## config.mk

```make
export PLATFORM = sky130hd
export DESIGN_NAME = clock_period_meter
export DESIGN_NICKNAME = d
export VERILOG_FILES = /design/src/rtl/clock_period_meter.sv
export SDC_FILE = /design/constraint.sdc
export NUM_CORES = 1
export LEC_CHECK = 0
export CAP_MARGIN = 0
export CORE_ASPECT_RATIO = 0.75
export CORE_UTILIZATION = 30
export DETAILED_ROUTE_END_ITERATION = 10
export HOLD_SLACK_MARGIN = 0.1
export PLACE_DENSITY = 0.56
export SYNTH_ARGS = -nofsm -noshare
export SYNTH_HDL_FRONTEND = slang
export SYNTH_SLANG_ARGS = --single-unit
```

## constraint.sdc

```tcl
create_clock -name clock_in -period 5.8 [get_ports clock_in]
set_input_delay 0.58 -clock clock_in [delete_from_list [all_inputs] [get_ports clock_in]]
set_output_delay 0.58 -clock clock_in [all_outputs]
set_load 0.03 [all_outputs]
```

## src/rtl/clock_period_meter.sv

```systemverilog
// Measures period and high time of a slow asynchronous square wave in clock_in cycles,
// with a one-cycle valid pulse per measurement and a stall timeout.
module clock_period_meter #(
    parameter int unsigned     WIDTH   = 32,
    parameter longint unsigned TIMEOUT = 50_000_000
) (
    input  logic             clock_in,
    input  logic             reset,
    input  logic             enable,
    input  logic             clock_sample,
    output logic             edge_pulse,
    output logic [WIDTH-1:0] period_out,
    output logic [WIDTH-1:0] high_out,
    output logic             period_valid,
    output logic             timeout
);

    localparam logic [1:0] ST_IDLE    = 2'd0;
    localparam logic [1:0] ST_ARM     = 2'd1;
    localparam logic [1:0] ST_MEASURE = 2'd2;

    localparam logic [WIDTH-1:0] TMO_LAST = WIDTH'(TIMEOUT - 1);

    logic             s1_q, s2_q, prev_q;
    logic             rise;
    logic [1:0]       state_q, state_d;
    logic [WIDTH-1:0] cnt_q, cnt_d;
    logic [WIDTH-1:0] hi_q, hi_d;
    logic [WIDTH-1:0] per_q, per_d;
    logic [WIDTH-1:0] high_q, high_d;
    logic             valid_q, valid_d;
    logic             tmo_q, tmo_d;
    logic             edge_q, edge_d;

    // Two-flop synchronizer plus one history flop for edge detection.
    always_ff @(posedge clock_in or posedge reset) begin
        if (reset) begin
            s1_q   <= 1'b0;
            s2_q   <= 1'b0;
            prev_q <= 1'b0;
        end else begin
            s1_q   <= clock_sample;
            s2_q   <= s1_q;
            prev_q <= s2_q;
        end
    end

    assign rise = s2_q & ~prev_q;

    always_comb begin
        state_d = state_q;
        cnt_d   = cnt_q;
        hi_d    = hi_q;
        per_d   = per_q;
        high_d  = high_q;
        valid_d = 1'b0;
        tmo_d   = tmo_q;
        edge_d  = enable & rise;

        if (!enable) begin
            state_d = ST_IDLE;
            cnt_d   = '0;
            hi_d    = '0;
        end else begin
            case (state_q)
                ST_IDLE: begin
                    cnt_d   = '0;
                    hi_d    = '0;
                    state_d = ST_ARM;
                end
                ST_ARM: begin
                    if (rise) begin
                        cnt_d   = '0;
                        hi_d    = WIDTH'(1);
                        tmo_d   = 1'b0;
                        state_d = ST_MEASURE;
                    end else if (cnt_q == TMO_LAST) begin
                        tmo_d = 1'b1;
                        cnt_d = '0;
                        hi_d  = '0;
                    end else begin
                        cnt_d = cnt_q + WIDTH'(1);
                    end
                end
                ST_MEASURE: begin
                    // A rise takes priority over a coincident timeout.
                    if (rise) begin
                        per_d   = cnt_q + WIDTH'(1);
                        high_d  = hi_q;
                        valid_d = 1'b1;
                        cnt_d   = '0;
                        hi_d    = WIDTH'(1);
                    end else if (cnt_q == TMO_LAST) begin
                        tmo_d   = 1'b1;
                        cnt_d   = '0;
                        hi_d    = '0;
                        state_d = ST_ARM;
                    end else begin
                        cnt_d = cnt_q + WIDTH'(1);
                        hi_d  = hi_q + WIDTH'(s2_q);
                    end
                end
                default: begin
                    state_d = ST_IDLE;
                    cnt_d   = '0;
                    hi_d    = '0;
                end
            endcase
        end
    end

    always_ff @(posedge clock_in or posedge reset) begin
        if (reset) begin
            state_q <= ST_IDLE;
            cnt_q   <= '0;
            hi_q    <= '0;
            per_q   <= '0;
            high_q  <= '0;
            valid_q <= 1'b0;
            tmo_q   <= 1'b0;
            edge_q  <= 1'b0;
        end else begin
            state_q <= state_d;
            cnt_q   <= cnt_d;
            hi_q    <= hi_d;
            per_q   <= per_d;
            high_q  <= high_d;
            valid_q <= valid_d;
            tmo_q   <= tmo_d;
            edge_q  <= edge_d;
        end
    end

    assign edge_pulse   = edge_q;
    assign period_out   = per_q;
    assign high_out     = high_q;
    assign period_valid = valid_q;
    assign timeout      = tmo_q;

endmodule
```

==> results.yml, run 1 <==
sta:
  worst_pin_slew_ns: 1.06
  tns_ns: 0
  slew_violations: 0
  setup_viol: 0
  hold_violations: 0
  fin_crit_sh_pct: 51.6
  fmax_mhz: 334
  skew_ns: 0.00976
  relSlewSlack_pct: 28.9
  setup_slack_ns: 2.81
  rsz0062_at_grt: "false"
  fin_crit_ns: 2.99
  holdWs_ns: 0.353
synth:
  ys_types: 44
  yosys_most_used_dff: "dfrtp_1"
  synth_commonest_cells: "158 x nand2_1, 136 x dfrtp_1, 67 x nor2_1, 48 x o21ai_0, 32 x xor2_1"
  synth_edf_count: 0
  synth.yosys.seq_area_share_pct: 57.0
  synth_top_area_cell: "dfrtp_1"
  syn_nets: 633
  ys_seq_elements: 136
  synthMostInstantiatedCell: "nand2_1"
  synth_area_per_cell_um2: 9.58
  synthArstFlopShare_pct: 100
  ys_warn_count: 0
  syn_area_um2: 5970
  synth_cells: 623
  synth_area_leaders: "dfrtp_1 57%, nand2_1 9.9%, xor2_1 4.7%, nor2_1 4.2%, o21ai_0 4.0%"
  synth.top_cell.area_share_pct: 57.0
clock_tree:
  cts_buffer_depth: 2
  htreeDepth: 4
  clkLatencyLatePin_ns: 0.42
  cts_tree: "done"
  cts_root_buf: "clkbuf_16"
  clkTransAtPathRegs_ns: 0.06
  post-cts-setup-buffers: 0
  numCtsBuffers: 17
  ctsResizeCount: 0
  numClockSinks: 136
  hold_buffers: 0
placement:
  io_buffers: 70
  gp_congestion: 0.798
  place_ws_ns: 2.44
  dp_hpwl_mm: 9.05
layout:
  num-nets-final: 697
  post-route-util_pct: 38.7
  diodes: 0
  nFillCells: 1967
  drive_gt1_share_pct: 6.43
  syn_to_final_growth_pct: 26.0
floorplanning:
  pin_count: 71
  start_util_pct: 30.7
  dieWidth_um: 165
  fp.dieH_um: 124
  dieArea_um2: 20500
  core_region_area_um2: 19400
  num_rows: 44
detailed_routing:
  vias: 4441
  wl_per_cell_um: 14.6
  drt-initial-drc-count: 245
  dr.pass1.iters: 4
  drcViolationCount: 0
  postRouteAntennaNets: 0
  via_per_inst: 4.66
  wl_mm: 13.9
worst_hold_path:
  hp-class: "flop to flop"
worst_setup_path:
  criticalPathCategory: "flop to flop"
  max_stage_delay_ns: 0.58
  critPathLaunchType: "flop"
  path_cells: "ha_1 -> nand2_1 -> or4_4 -> or3_4 -> a211o_4 -> or4_1 -> a21oi_1"
  slowest_stage: "or4_4"
  path_max_fanout: 14
  crit_arrival_ns: 3.32
  crit_required_ns: 6.13
  end_kind: "flop"
global_routing:
  grt-ovfl-total: 0
  grtUsageTotal_pct: 14.7
  grt_start_max_net_pins: 101
  grt_pass1_wl_mm: 22.9
  grt_antenna_before_repair: 0
  grt_pass1_vias: 4283
job:
  drv_cap: 0
pwr:
  power_mw: 2.28
  leakagePower_nw: 3.21
  power.density_nw_per_um2: 303
  worst_ir_drop_vdd_v: 0.000121
outcome:
  outcome: "complete, no violations"
-- worst max-delay path, delay by kind of cell, from the launching register on --
family	cells	cell delay (ns)
adder cells (fa/ha/maj)	1	0.23
AND/OR/NAND/NOR	4	1.67
AO/OA/AOI/OAI	2	0.57
flip-flops	1	0.41
-- kinds of logic after synthesis --
| logic type | Yosys count | synth area share [%] |
|---|---|---|
| compound gates | 83 | 8.47 |
| xor+xnor | 52 | 7.63 |
| fa+ha+maj | 6 | 1.26 |
| buf+inv | 35 | 2.22 |
| flops | 136 | 57.0 |
| simple gates | 311 | 23.4 |
-- layout make-up --
type,instances,area (um2),area share [%]
Sequential cell,136,3400,45.3
Multi-Input combinational cell,452,2440,32.5
Timing Repair Buffer,73,723,9.62
Clock buffer,21,480,6.39
Tap cell,253,317,4.21
Clock inverter,11,121,1.61
Inverter,7,31.3,0.416
-- routing by layer --
metal,wire length [um],GRT usage [%],vias to the layer above
li1,-,-,2230
met3,626,3.26,15
met2,5490,19.0,85
met1,7570,22.7,2111
met4,195,6.36,0
met5,0,0,-
-- stage by stage --
step | instances | instance area, um2
after global placement | 921 | 6920
after detailed placement | 921 | 6920
after CTS | 953 | 7520
final | 953 | 7520
after global routing | 953 | 7520
after floorplan | 623 | 5970
-- state kept, by name, indices dropped and copies added (netlist names) --
signal and cells:
timeout 1, prev_q 1, edge_pulse 1, s2_q 1
high_out 32, s1_q 1, cnt_q 32, state_q 2
period_out 32, hi_q 32, period_valid 1
-- worst paths after layout --
path / cells after the start / endpoint / slack (ns) / from
max: 7 / hi_q[25] / 2.81 / cnt_q[0]
min in group asynchronous: 2 / edge_pulse / 0.71 / reset
min: 0 / s2_q / 0.35 / s1_q
max reg2reg: 7 / hi_q[25] / 2.81 / cnt_q[0]
min reg2reg: 0 / s2_q / 0.35 / s1_q
max in group asynchronous: 3 / cnt_q[18] / 3.94 / reset
-- where the power goes --
part	total (mW)	switching, mW	internal [mW]	leakage (nW)
clock network	1.09	0.414	0.676	0.283
logic	0.203	0.150	0.0530	1.04
registers	0.984	0.0166	0.968	1.89
-- cells in the final DEF (no fill, tap or decap), types with 4 or more instances in the layout --
| master | n |
|---|---|
| nand2_1 | 158 |
| dfrtp_1 | 136 |
| clkdlybuf4s50_1 | 70 |
| nor2_1 | 67 |
| o21ai_0 | 48 |
| xor2_1 | 32 |
| nand3_1 | 24 |
| xnor2_1 | 20 |
| clkbuf_16 | 17 |
| a21oi_1 | 12 |
| and3_1 | 11 |
| nand4_1 | 8 |
| inv_1 | 6 |
| nor3_1 | 6 |
| and4_1 | 6 |
| ha_1 | 6 |
| or3_1 | 5 |
| clkinvlp_4 | 5 |
| nor2b_1 | 4 |
| and2_1 | 4 |
| nor4_1 | 4 |
| clkbuf_8 | 4 |
(Power assumes the default switching activity.)
==> run 2: changes to the inputs <==
--- a/config.mk
+++ b/config.mk
@@ -10,7 +10,7 @@
 export CORE_UTILIZATION = 30
 export DETAILED_ROUTE_END_ITERATION = 10
 export HOLD_SLACK_MARGIN = 0.1
-export PLACE_DENSITY = 0.56
+export PLACE_DENSITY = 0.58
 export SYNTH_ARGS = -nofsm -noshare
 export SYNTH_HDL_FRONTEND = slang
 export SYNTH_SLANG_ARGS = --single-unit
==> constraint.sdc (replaced) <==
create_clock -name clock_in -period 2.4 [get_ports clock_in]
set_input_delay 0.24 -clock clock_in [delete_from_list [all_inputs] [get_ports clock_in]]
set_output_delay 0.24 -clock clock_in [all_outputs]
set_load 0.03 [all_outputs]
==> results.yml, run 2 (synthesis results as in run 1) <==
outcome:
  outcome: "finished with violations"
  violations: "negative setup slack"
detailed_routing:
  postRouteAntennaNets: 0
  drt-initial-drc-count: 402
  via_per_inst: 4.64
  wl_per_cell_um: 14.4
  vias: 4683
  drcViolationCount: 0
  dr.pass1.iters: 5
  wl_mm: 14.6
clock_tree:
  numClockSinks: 136
  numCtsBuffers: 17
  hold_buffers: 0
  cts_root_buf: "clkbuf_16"
  cts_buffer_depth: 2
  clkTransAtPathRegs_ns: 0.06
  clkLatencyLatePin_ns: 0.42
  cts_tree: "done"
  htreeDepth: 4
floorplanning:
  dieWidth_um: 165
  dieArea_um2: 20500
  start_util_pct: 30.7
  num_rows: 44
  core_region_area_um2: 19400
  fp.dieH_um: 124
  pin_count: 71
sta:
  tns_ns: -0.0374
  skew_ns: 0.0108
  fin_crit_ns: 2.44
  holdWs_ns: 0.241
  setup_slack_ns: -0.0374
  slew_violations: 0
  fmax_mhz: 410
  relSlewSlack_pct: 61.0
  worst_pin_slew_ns: 0.583
  setup_viol: 1
  fin_crit_sh_pct: 102
  rsz0062_at_grt: "true"
  hold_violations: 0
layout:
  multi_input_area_um2: 2530
  drive_gt1_share_pct: 14.9
  nFillCells: 1894
  design_area_um2: 8040
  syn_to_final_growth_pct: 34.8
  mostFrequentLayoutCells: "157 x nand2_1, 136 x dfrtp_1, 70 x clkdlybuf4s50_1"
  diodes: 0
  ff_latch_area_um2: 3400
  num-nets-final: 759
  final_cells: 1009
  final_common_cell: "nand2_1"
  post-route-util_pct: 41.4
worst_setup_path:
  path_cells: "ha_2 -> nand2_2 -> or4_4 -> or3_4 -> a211o_4 -> or4_4 -> a21oi_2"
  criticalPathCategory: "flop to flop"
  crit_top_cell: "or4_4"
  critPathLaunchType: "flop"
  crit_arrival_ns: 2.78
  slowest_stage: "or4_4"
  end_kind: "flop"
  max_stage_delay_ns: 0.42
  path_max_fanout: 8
  crit_required_ns: 2.74
pwr:
  power.density_nw_per_um2: 652
  leakagePower_nw: 3.56
  worst_ir_drop_vdd_v: 0.000462
global_routing:
  grt_pass1_vias: 4507
  grt_pass1_wl_mm: 24.0
  grtUsageTotal_pct: 15.6
  grt-ovfl-total: 0
  grt_antenna_before_repair: 0
  grt_start_max_net_pins: 52
job:
  drv_cap: 0
worst_hold_path:
  hp-class: "input port to async pin"
placement:
  placed_cells: 977
  placed_area_um2: 7420
  io_buffers: 70
  gp_congestion: 0.802
  dp_hpwl_mm: 10.4
==> run 2: repair_timing <==
item                                    4_1_cts  5_1_grt
endpoints found under the hold margin         0        0
setup buffers                                 3        3
endpoints found under the setup margin        6       18
cloned                                        0        0
gates resized for setup                       4       10
pin swaps                                     6        7
==> run 2: layout make-up <==
class	instances	area share [%]
inverters	7	0.374
clock buffers	21	5.85
well taps	253	3.94
multi-input cells	452	31.4
repair buffers	135	15.7
clock inverters	5	0.342
flip-flops and latches	136	42.3
==> run 2: per-stage QoR <==
stage / setup slack (ns) / power [mW]
floorplan: -0.0370 / 2.76
global placement: -0.0557 / 3.02
detailed placement: -0.0970 / 3.02
CTS: -0.0514 / 5.30
global route: -0.103 / 5.49
finish: -0.0374 / 5.25
==> run 2: final timing paths <==
kind,end,depth (start not counted),start,slack [ns]
hold / removal,period_out[0],2,reset,0.24
min in group clock_in,s1_q,1,clock_sample,0.29
setup / recovery,hi_q[25],7,cnt_q[1],-0.04
max in group asynchronous,period_out[19],3,reset,1.56
setup reg to reg,hi_q[25],7,cnt_q[1],-0.04
hold reg to reg,s2_q,0,s1_q,0.37
==> run 2: routing by layer <==
layer | share of wire (%) | up-vias | routed length, um | GRT usage, %
li1 | - | 2346 | - | -
met1 | 54 | 2234 | 7900 | 24.3
met2 | 39 | 96 | 5750 | 19.5
met3 | 5.5 | 7 | 796 | 5.66
met4 | 0.78 | 0 | 113 | 4.36
met5 | 0 | - | 0 | 0
==> run 2: power breakdown <==
part	total (mW)	internal [mW]	leakage, nW	switching (mW)
Sequential	2.38	2.34	1.89	0.0357
Combinational	0.615	0.221	1.42	0.393
Clock	2.25	1.36	0.248	0.899
Total	5.25	3.92	3.56	1.33
==> run 2: critical path, delay by kind of cell (launching register included) <==
family | cells | cell delay (ns)
flops | 1 | 0.35
simple gates | 4 | 1.32
compound gates | 2 | 0.50
fa+ha+maj | 1 | 0.19
